## src/rtl/flag_register_stage.sv

```systemverilog
// flag_register_stage: one-entry pipeline register after the ALU that holds
// the ARM-style {N,Z,C} flag register, evaluates the instruction's condition
// code against the current flags and gates the register write accordingly.
// Optional feature macro: FLAG_OVERFLOW_EN adds an overflow input, widens the
// flags to {N,Z,C,V} and enables the V-dependent condition codes.
module flag_register_stage #(
  parameter int unsigned WIDTH    = 32,
  parameter int unsigned REG_BITS = 4
) (
  input  logic                clk,
  input  logic                rst_n,
  input  logic                valid_in,
  output logic                ready_in,
  input  logic [WIDTH-1:0]    salida,
  input  logic                cout,
  input  logic                zero,
  input  logic                negative,
`ifdef FLAG_OVERFLOW_EN
  input  logic                overflow,
`endif
  input  logic                set_flags,
  input  logic [3:0]          cond,
  input  logic [REG_BITS-1:0] rd,
  input  logic                reg_write,
  input  logic                flush,
  output logic                valid_out,
  input  logic                ready_out,
  output logic [WIDTH-1:0]    result_out,
  output logic [REG_BITS-1:0] rd_out,
  output logic                reg_write_out,
`ifdef FLAG_OVERFLOW_EN
  output logic [3:0]          flags_q,
`else
  output logic [2:0]          flags_q,
`endif
  output logic                cond_pass
);

`ifdef FLAG_OVERFLOW_EN
  localparam int unsigned FW = 4;
`else
  localparam int unsigned FW = 3;
`endif

  logic          flag_n;
  logic          flag_z;
  logic          flag_c;
  logic          pass;
  logic          accept;
  logic [FW-1:0] flags_new;

  assign flag_n = flags_q[FW-1];
  assign flag_z = flags_q[FW-2];
  assign flag_c = flags_q[FW-3];

`ifdef FLAG_OVERFLOW_EN
  logic flag_v;
  assign flag_v    = flags_q[0];
  assign flags_new = {negative, zero, cout, overflow};
`else
  assign flags_new = {negative, zero, cout};
`endif

  // Stage accepts when empty or draining, never while flushing
  assign ready_in = (!valid_out || ready_out) && !flush;
  assign accept   = valid_in && ready_in;

  // Condition outcome against the flags as they stand before this instruction
  always_comb begin
    pass = 1'b0;
    case (cond)
      4'b0000: pass = flag_z;
      4'b0001: pass = !flag_z;
      4'b0010: pass = flag_c;
      4'b0011: pass = !flag_c;
      4'b0100: pass = flag_n;
      4'b0101: pass = !flag_n;
      4'b1000: pass = flag_c && !flag_z;
      4'b1001: pass = !flag_c || flag_z;
      4'b1110: pass = 1'b1;
`ifdef FLAG_OVERFLOW_EN
      4'b0110: pass = flag_v;
      4'b0111: pass = !flag_v;
      4'b1010: pass = (flag_n == flag_v);
      4'b1011: pass = (flag_n != flag_v);
      4'b1100: pass = !flag_z && (flag_n == flag_v);
      4'b1101: pass = flag_z || (flag_n != flag_v);
      4'b1111: pass = 1'b0;
`endif
      default: pass = 1'b0;
    endcase
  end

  // Output entry register and flag register; flush overrides accept and drain
  always_ff @(posedge clk or negedge rst_n) begin
    if (!rst_n) begin
      valid_out     <= 1'b0;
      reg_write_out <= 1'b0;
      cond_pass     <= 1'b0;
      result_out    <= '0;
      rd_out        <= '0;
      flags_q       <= '0;
    end else if (flush) begin
      valid_out     <= 1'b0;
      reg_write_out <= 1'b0;
    end else if (accept) begin
      valid_out     <= 1'b1;
      result_out    <= salida;
      rd_out        <= rd;
      cond_pass     <= pass;
      reg_write_out <= reg_write && pass;
      if (pass && set_flags) begin
        flags_q <= flags_new;
      end
    end else if (valid_out && ready_out) begin
      valid_out     <= 1'b0;
      reg_write_out <= 1'b0;
    end
  end

endmodule

```

## config.mk

```make
export PLATFORM = sky130hd
export DESIGN_NAME = flag_register_stage
export DESIGN_NICKNAME = d
export VERILOG_FILES = /design/src/rtl/flag_register_stage.sv
export SDC_FILE = /design/constraint.sdc
export NUM_CORES = 1
export LEC_CHECK = 0
export ABC_AREA = 1
export ABC_CLOCK_PERIOD_IN_PS = 1400
export CORE_MARGIN = 2
export CORE_UTILIZATION = 35
export CTS_CLUSTER_SIZE = 28
export DETAILED_ROUTE_END_ITERATION = 12
export GPL_ROUTABILITY_DRIVEN = 0
export PLACE_DENSITY = 0.72
export REMOVE_ABC_BUFFERS = 1
export SLEW_MARGIN = 40
export SYNTH_ARGS = -nofsm -noshare
export SYNTH_HDL_FRONTEND = slang
export SYNTH_SLANG_ARGS = --single-unit
```

## constraint.sdc

```tcl
create_clock -name clk -period 1.4 [get_ports clk]
set_clock_uncertainty 0.05 [all_clocks]
set_input_delay 0.28 -clock clk [delete_from_list [all_inputs] [get_ports clk]]
set_output_delay 0.28 -clock clk [all_outputs]
set_load 0.02 [all_outputs]
```

======== Word level (Yosys, flattened, before mapping) ========
Cells that the tools add are included.
word-level totals
  flip-flop bits (word level) ............. 42
  input bits .............................. 50
  output and inout port bits .............. 43
  logic and storage cells ................. 38
cells by class
  equal/unequal tests ..................... 8
  multiplexer cells ....................... 6
  bitwise operators ....................... 1
  reductions and logical operators ........ 17
operators with widths
  cell                                            count
  == test 4 bit (second input constant)           3
  case mux 1 bit (9 select lines)                 1
  == test 4 x 2 -> 1 bit (second input constant)  2
  == test 4 x 3 -> 1 bit (second input constant)  2
  logical AND 1 bit                               6
  logical NOT 1 bit                               5
  2-to-1 mux 1 bit                                5
  == test 4 x 1 -> 1 bit (second input constant)  1
  logical NOT 4 bit                               1
  AND reduction 3 bit                             1
  nonzero test 3 bit                              1
  logical OR 1 bit                                2
  AND reduction 2 bit                             1
  NOT 1 bit                                       1

======== Longest topological paths before layout ========
Gate-level depths: netlist of run 1.
  word-level depth ........................ 6
  mapped depth ............................ 10
  gate-level depth less buffers ........... 10

======== Least setup slack after synthesis of run 1 ========
Ideal clock, no wire load.
  path type ............................... register to register
  from .................................... register valid_out
  to ...................................... register rd_out[0]
  library setup time ...................... 0.117 ns
  arrival time ............................ 1.191 ns
  data required time ...................... 1.233 ns
  path slack .............................. 0.042 ns
  stages on the path, launching flop included .. 9
  buffers on the path ..................... 2
  period minus slack after synthesis ...... 1.358 ns
  path through ............................ dfrtp_1 -> nand2_2 -> nand2_2 -> nor2_2 -> buf_6 -> inv_6 -> buf_6 -> nand2_1 -> nand2_1
between the ends
  longest elaborated chain between the ends .. 5
ends and longest elaborated chain
  what                                  line  RTL
  from (decl)                           26    output logic valid_out,
  from (signal assigned)                97    valid_out <= 1'b0;
  from (signal assigned)                104   valid_out <= 1'b0;
  from (signal assigned)                107   valid_out <= 1'b1;
  logical NOT 1 bit                     65    assign ready_in = (!valid_out || ready_out) && !flush;
  logical OR 1 bit                      65
  logical AND 1 bit                     65
  logical AND 1 bit                     66    assign accept = valid_in && ready_in;
  AND reduction 2 bit (no source line)  --
  to (signal assigned)                  109   rd_out <= rd;
  to (decl)                             29    output logic [REG_BITS-1:0] rd_out,
No other way between the ends.
A chain may end at the register's enable or synchronous reset.

======== Worst setup path in the final report of run 1 ========
  from .................................... register valid_out
  to ...................................... register rd_out[3]
The elaborated chain is that of the path after synthesis.

==> results of run 1 <==
==> power breakdown <==
part	switching, W	leakage (nW)	internal [W]
Combinational	0.000587	1.09	0.000479
Sequential	0.000115	0.523	0.00140
Clock	0.000389	0.0438	0.000335
Total	0.00109	1.66	0.00221
==> registers in the layout, summed over array words and instances, names as in the netlist <==
register / count
rd_out: 4
result_out: 32
cond_pass: 1
reg_write_out: 1
flags_q: 3
valid_out: 1
==> placed cells by master, fill, tap and decap left out, types with 5 or more instances in the layout <==
cell type / synthesis / final
clkdlybuf4s50_1: 0 / 44
nand2_1: 128 / 112
clkbuf_8: 0 / 5
dlygate4sd2_1: 0 / 43
nand2_2: 4 / 19
buf_4: 0 / 8
dfrtp_1: 42 / 42
inv_1: 9 / 8
==> cell families after synthesis <==
logic type | after synthesis | synth area share
AOI/OAI and AO/OA | 8 | 0.0319
buffers and inverters | 18 | 0.0693
DFF | 42 | 0.582
and+or+nand+nor | 144 | 0.317
==> through the flow <==
stage | utilization | setup WS [ns]
final | 0.618 | -0.00670
after global routing | 0.618 | -0.0962
after CTS | 0.587 | -0.0170
after detailed placement | 0.563 | -0.450
after global placement | 0.563 | -0.443
after floorplan | - | -0.746
==> final timing paths <==
path | start | end | cells past startpoint | slack, ns
worst min-delay path | flush | valid_out | 2 | 0.28
min in group asynchronous | rst_n | result_out[31] | 3 | 0.46
worst max register to register | valid_out | rd_out[3] | 9 | -0.007
worst max-delay path | valid_out | rd_out[3] | 9 | -0.007
worst min register to register | rd_out[1] | rd_out[1] | 2 | 0.42
max in group asynchronous | rst_n | flags_q[2] | 3 | 0.63
==> per-layer routing <==
layer / vias to the layer above / part of all wire / global-route usage / wire length [um]
met5: - / 0 / 0 / 0
met4: 0 / 0.0025 / 0.0351 / 12
met3: 2 / 0.084 / 0.0556 / 397
met2: 59 / 0.48 / 0.271 / 2300
met1: 770 / 0.43 / 0.190 / 2030
li1: 870 / - / - / -
==> what timing repair did <==
action | 4_1_cts | 5_1_grt
gates cloned | 2 | 4
pin swaps | 9 | 12
endpoints found under the setup margin | 84 | 41
hold endpoints to repair | 42 | 0
gates resized for setup | 64 | 27
hold buffers | 1 | 0
buffers inserted | 4 | 2
==> worst max-delay path, cell delays in order (launching register included) <==
cell	delay (ns)
dfrtp_1	0.39
nand2_2	0.08
nand2_2	0.06
buf_6	0.11
nor2_4	0.12
buf_12	0.13
clkbuf_16	0.20
inv_16	0.06
nand2_1	0.05
nand2_1	0.05
==> area by class of cell <==
cell class | instances | area, sq um | share of cell area
Sequential cell | 42 | 1050 | 0.337
Multi-Input combinational cell | 152 | 681 | 0.219
Tap cell | 70 | 87.6 | 0.0281
Timing Repair Buffer | 110 | 1090 | 0.352
Clock inverter | 2 | 10.0 | 0.00321
Clock buffer | 5 | 68.8 | 0.0221
Timing Repair inverter | 4 | 63.8 | 0.0205
Inverter | 11 | 57.6 | 0.0185
==> results.sh, run 1 <==
export IMPL_max_slew_margin=0.838
export IMPL_p_per_area_nw_per_um2=1060
export IMPL_synth_most_common_cell="nand2_1"
export IMPL_portBuffers=92
export IMPL_first_pass_iters=4
export IMPL_hold_class="in -> reg"
export IMPL_start_util=0.358
export IMPL_clk_latency_ns=0.28
export IMPL_layout_cells_non_filler=396
export IMPL_synth_seq_cells=42
export IMPL_num_rows=26
export IMPL_leakagePower_nw=1.66
export IMPL_place_inst=377
export IMPL_synth_cell_types=18
export IMPL_ys_warn_count=0
export IMPL_stdcell_area_sq_um=3110
export IMPL_tightestPinTransition_ns=0.243
export IMPL_cts_root_buf="clkbuf_8"
export IMPL_die_w_um=75.8
export IMPL_core_area_sq_um=5040
export IMPL_setup_slack_ns=-0.00670
export IMPL_cts_max_level=2
export IMPL_whs_ns=0.278
export IMPL_power_w=0.00330
export IMPL_synth_edf_count=0
export IMPL_area_growth_pct=72.4
export IMPL_vdd_drop_max_mv=0.760
export IMPL_clk_pin_slew_ns=0.07
export IMPL_cts_buffers=5
export IMPL_cts_sinks=42
export IMPL_routed_wl_mm=4.74
export IMPL_layout_nets=376
export IMPL_fin_tns_setup_ns=-0.0321
export IMPL_status="complete, but fails checks"
export IMPL_drv_cap=0
export IMPL_first_iter_violations=23
export IMPL_arrival_ns=1.53
export IMPL_timing_worst_setup_path_type="reg -> reg"
export IMPL_viasPerCell=4.30
export IMPL_violations="setup timing"
export IMPL_cts_tree="done"
export IMPL_synth_avg_cell_area_sq_um=8.52
export IMPL_antenna_found_initial=0
export IMPL_synth_top_area_share=0.582
export IMPL_clock_path_buffers=2
export IMPL_ys_async_sr_fraction=1.00
export IMPL_dpl_instance_area_sq_um=2840
export IMPL_max_freq_ghz=0.711
export IMPL_drive_above_1_share=0.184
export IMPL_required_ns=1.52
export IMPL_io_pins=93
export IMPL_grt_overflow=0
export IMPL_ys_seq_area_frac=0.582
export IMPL_ys_flop_type="dfrtp_1"
export IMPL_cp_end_kind="flip-flop"
export IMPL_rsz0062_at_grt="true"
export IMPL_fillers=463
export IMPL_grt_pass1_vias=1497
export IMPL_finalSetupViolations=9
export IMPL_syn_inst=212
export IMPL_finalMaxSlewViolations=0
export IMPL_n_antenna_cell=0
export IMPL_synthTopCellsByCount="128 x nand2_1, 42 x dfrtp_1, 9 x inv_1"
export IMPL_crit_fanout=10
export IMPL_finalCriticalPeriod_ns=1.41
export IMPL_dp_hpwl_mm=2.96
export IMPL_die_area_sq_um=5750
export IMPL_timing_final_crit_share=1.00
export IMPL_synth_area_sq_um=1810
export IMPL_synth_top_cell_by_area="dfrtp_1"
export IMPL_ant_nets=0
export IMPL_die_y_um=75.8
export IMPL_drcViolationCount=0
export IMPL_grtUsageTotal=0.157
export IMPL_hold_viol_final=0
export IMPL_num_vias=1701
export IMPL_synth_area_top_cells="dfrtp_1 58%, nand2_1 27%, buf_6 4.4%"
export IMPL_post_drt_wl_per_cell_um=12.0
export IMPL_grt_max_degree=43
export IMPL_worst_setup_path_start_kind="flip-flop"
export IMPL_grt_pass1_wl_mm=6.73
Power figures use the tool's default switching activity.
==> run 2: changes to the inputs <==
Settings changed: SKIP_LAST_GASP from default to 1.
==> run 2 against run 1 <==
Compared with the run above: critical path depth is the same; non-clock buffer count unchanged; die area stayed put; the flow still finishes with violations (setup timing); hold slack worse by 0.0078 ns; clock power rose by 1%; design area grew 2.9%.
==> results.sh, run 2 (synthesis gave the netlist of run 1 again) <==
export IMPL_max_freq_ghz=0.704
export IMPL_pwr_share_comb=0.328
export IMPL_fillers=451
export IMPL_reg2reg_slack_ns=-0.02
export IMPL_finalCriticalPeriod_ns=1.42
export IMPL_die_w_um=75.8
export IMPL_drcViolationCount=0
export IMPL_reg_top3="result_out: 32 flops, rd_out: 4 flops, flags_q: 3 flops"
export IMPL_pwr_share_seq=0.453
export IMPL_cp_end_kind="flip-flop"
export IMPL_cts_sinks=42
export IMPL_leakagePower_nw=1.70
export IMPL_reg2reg_depth=9
export IMPL_grt_overflow=0
export IMPL_drive_above_1_share=0.229
export IMPL_final_cell_mix="99 x nand2_1, 44 x clkdlybuf4s50_1, 43 x dlygate4sd2_1, 42 x dfrtp_1, 27 x nand2_2"
export IMPL_start_util=0.358
export IMPL_num_vias=1711
export IMPL_finalMaxSlewViolations=0
export IMPL_startpoint="valid_out"
export IMPL_cts_root_buf="clkbuf_8"
export IMPL_hold_class="in -> reg"
export IMPL_rsz0062_at_grt="true"
export IMPL_arrival_ns=1.56
export IMPL_layout_nets=378
export IMPL_timing_rr_end="result_out[10]"
export IMPL_grt_pass1_vias=1494
export IMPL_die_area_sq_um=5750
export IMPL_power_internal_w=0.00223
export IMPL_first_iter_violations=39
export IMPL_finalSetupViolations=8
export IMPL_grt_pass1_wl_mm=6.70
export IMPL_setup_slack_ns=-0.0212
export IMPL_first_pass_iters=4
export IMPL_switchingPower_w=0.00112
export IMPL_cts_tree="done"
export IMPL_p_per_area_nw_per_um2=1050
export IMPL_violations="setup timing"
export IMPL_multi_input_comb_area_sq_um=738
export IMPL_n_antenna_cell=0
export IMPL_clk_latency_ns=0.28
export IMPL_area_growth_pct=77.3
export IMPL_routed_wl_mm=4.81
export IMPL_fin_tns_setup_ns=-0.0835
export IMPL_tightestPinTransition_ns=0.245
export IMPL_ant_nets=0
export IMPL_regMostFlops="result_out"
export IMPL_antenna_found_initial=0
export IMPL_crit_fanout=6
export IMPL_portBuffers=92
export IMPL_final_common_cell="nand2_1"
export IMPL_regArea_sq_um=1050
export IMPL_whs_ns=0.270
export IMPL_r2r_start="valid_out"
export IMPL_die_y_um=75.8
export IMPL_crit_path_end="result_out[10]"
export IMPL_worst_setup_path_start_kind="flip-flop"
export IMPL_clock_path_buffers=2
export IMPL_p_sw_frac=0.335
export IMPL_num_rows=26
export IMPL_timing_worst_setup_path_type="reg -> reg"
export IMPL_clk_pin_slew_ns=0.08
export IMPL_required_ns=1.53
export IMPL_grt_max_degree=43
export IMPL_io_pins=93
export IMPL_hold_viol_final=0
export IMPL_p_clk_frac=0.218
export IMPL_largest_reg_flops=32
export IMPL_status="complete, but fails checks"
export IMPL_core_area_sq_um=5040
export IMPL_utilization=0.635
export IMPL_timing_final_crit_share=1.02
export IMPL_drv_cap=0
export IMPL_grtUsageTotal=0.157
export IMPL_max_slew_margin=0.837
export IMPL_dp_hpwl_mm=2.96
export IMPL_cts_max_level=2
export IMPL_cts_buffers=5
export IMPL_viasPerCell=4.30
export IMPL_vdd_drop_max_mv=0.668
export IMPL_post_drt_wl_per_cell_um=12.1
[run 2: critical path, stage by stage (launching register included)]
cell,delay (ns)
dfrtp_1,0.39
nand2_2,0.08
nand2_2,0.06
buf_6,0.11
nor2_4,0.12
buf_12,0.13
clkbuf_16,0.20
clkinv_8,0.07
nand2_1,0.06
nand2_1,0.05
[run 2: timing repair]
action,CTS,global route
endpoints found under the hold margin,42,0
pin swaps,8,23
setup endpoints to repair,84,40
resized for setup,58,54
buffers inserted,4,2
gates cloned,2,6
hold buffers,1,0
[run 2: layout make-up]
| type | count | area share |
|---|---|---|
| flip-flops and latches | 42 | 0.328 |
| clock buffers | 5 | 0.0215 |
| clock inverters | 2 | 0.00313 |
| repair buffers | 110 | 0.343 |
| inverters | 11 | 0.0180 |
| repair inverters | 6 | 0.0285 |
| multi-input cells | 152 | 0.230 |
| well taps | 70 | 0.0273 |
[run 2: routing by layer]
metal	wire, um	vias to the layer above	global-route usage
met3	366	2	0.0556
met1	2040	778	0.188
met4	12	0	0.0351
li1	-	878	-
met5	0	-	0
met2	2390	53	0.270
[run 2: power groups by stage]
stage,Sequential [W],Combinational [W],Clock (W)
global placement,0.00153,0.00111,0
floorplan,0.00176,0.000244,0
CTS,0.00151,0.00102,0.000756
global route,0.00155,0.00120,0.000807
finish,0.00152,0.00110,0.000732
detailed placement,0.00153,0.00112,0
[run 2: metrics by stage]
step,total power (W),cell area (sq um),setup slack (ns),instances
after floorplan,0.00201,1730,-0.746,205
after global routing,0.00355,3200,-0.0977,398
final,0.00335,3200,-0.0212,398
after global placement,0.00264,2840,-0.443,377
after CTS,0.00329,2960,-0.106,391
after detailed placement,0.00265,2840,-0.450,377
[run 2: how the worst min path moves through the flow]
stage | startpoint | end | cells after the start
6_report | flush | valid_out | 2
5_1_grt | flush | valid_out | 2
4_1_cts | flush | valid_out | 2
3_5_place_dp | rst_n | result_out[22] | 2
3_3_place_gp | rst_n | result_out[22] | 2
2_1_floorplan | rst_n | cond_pass | 0
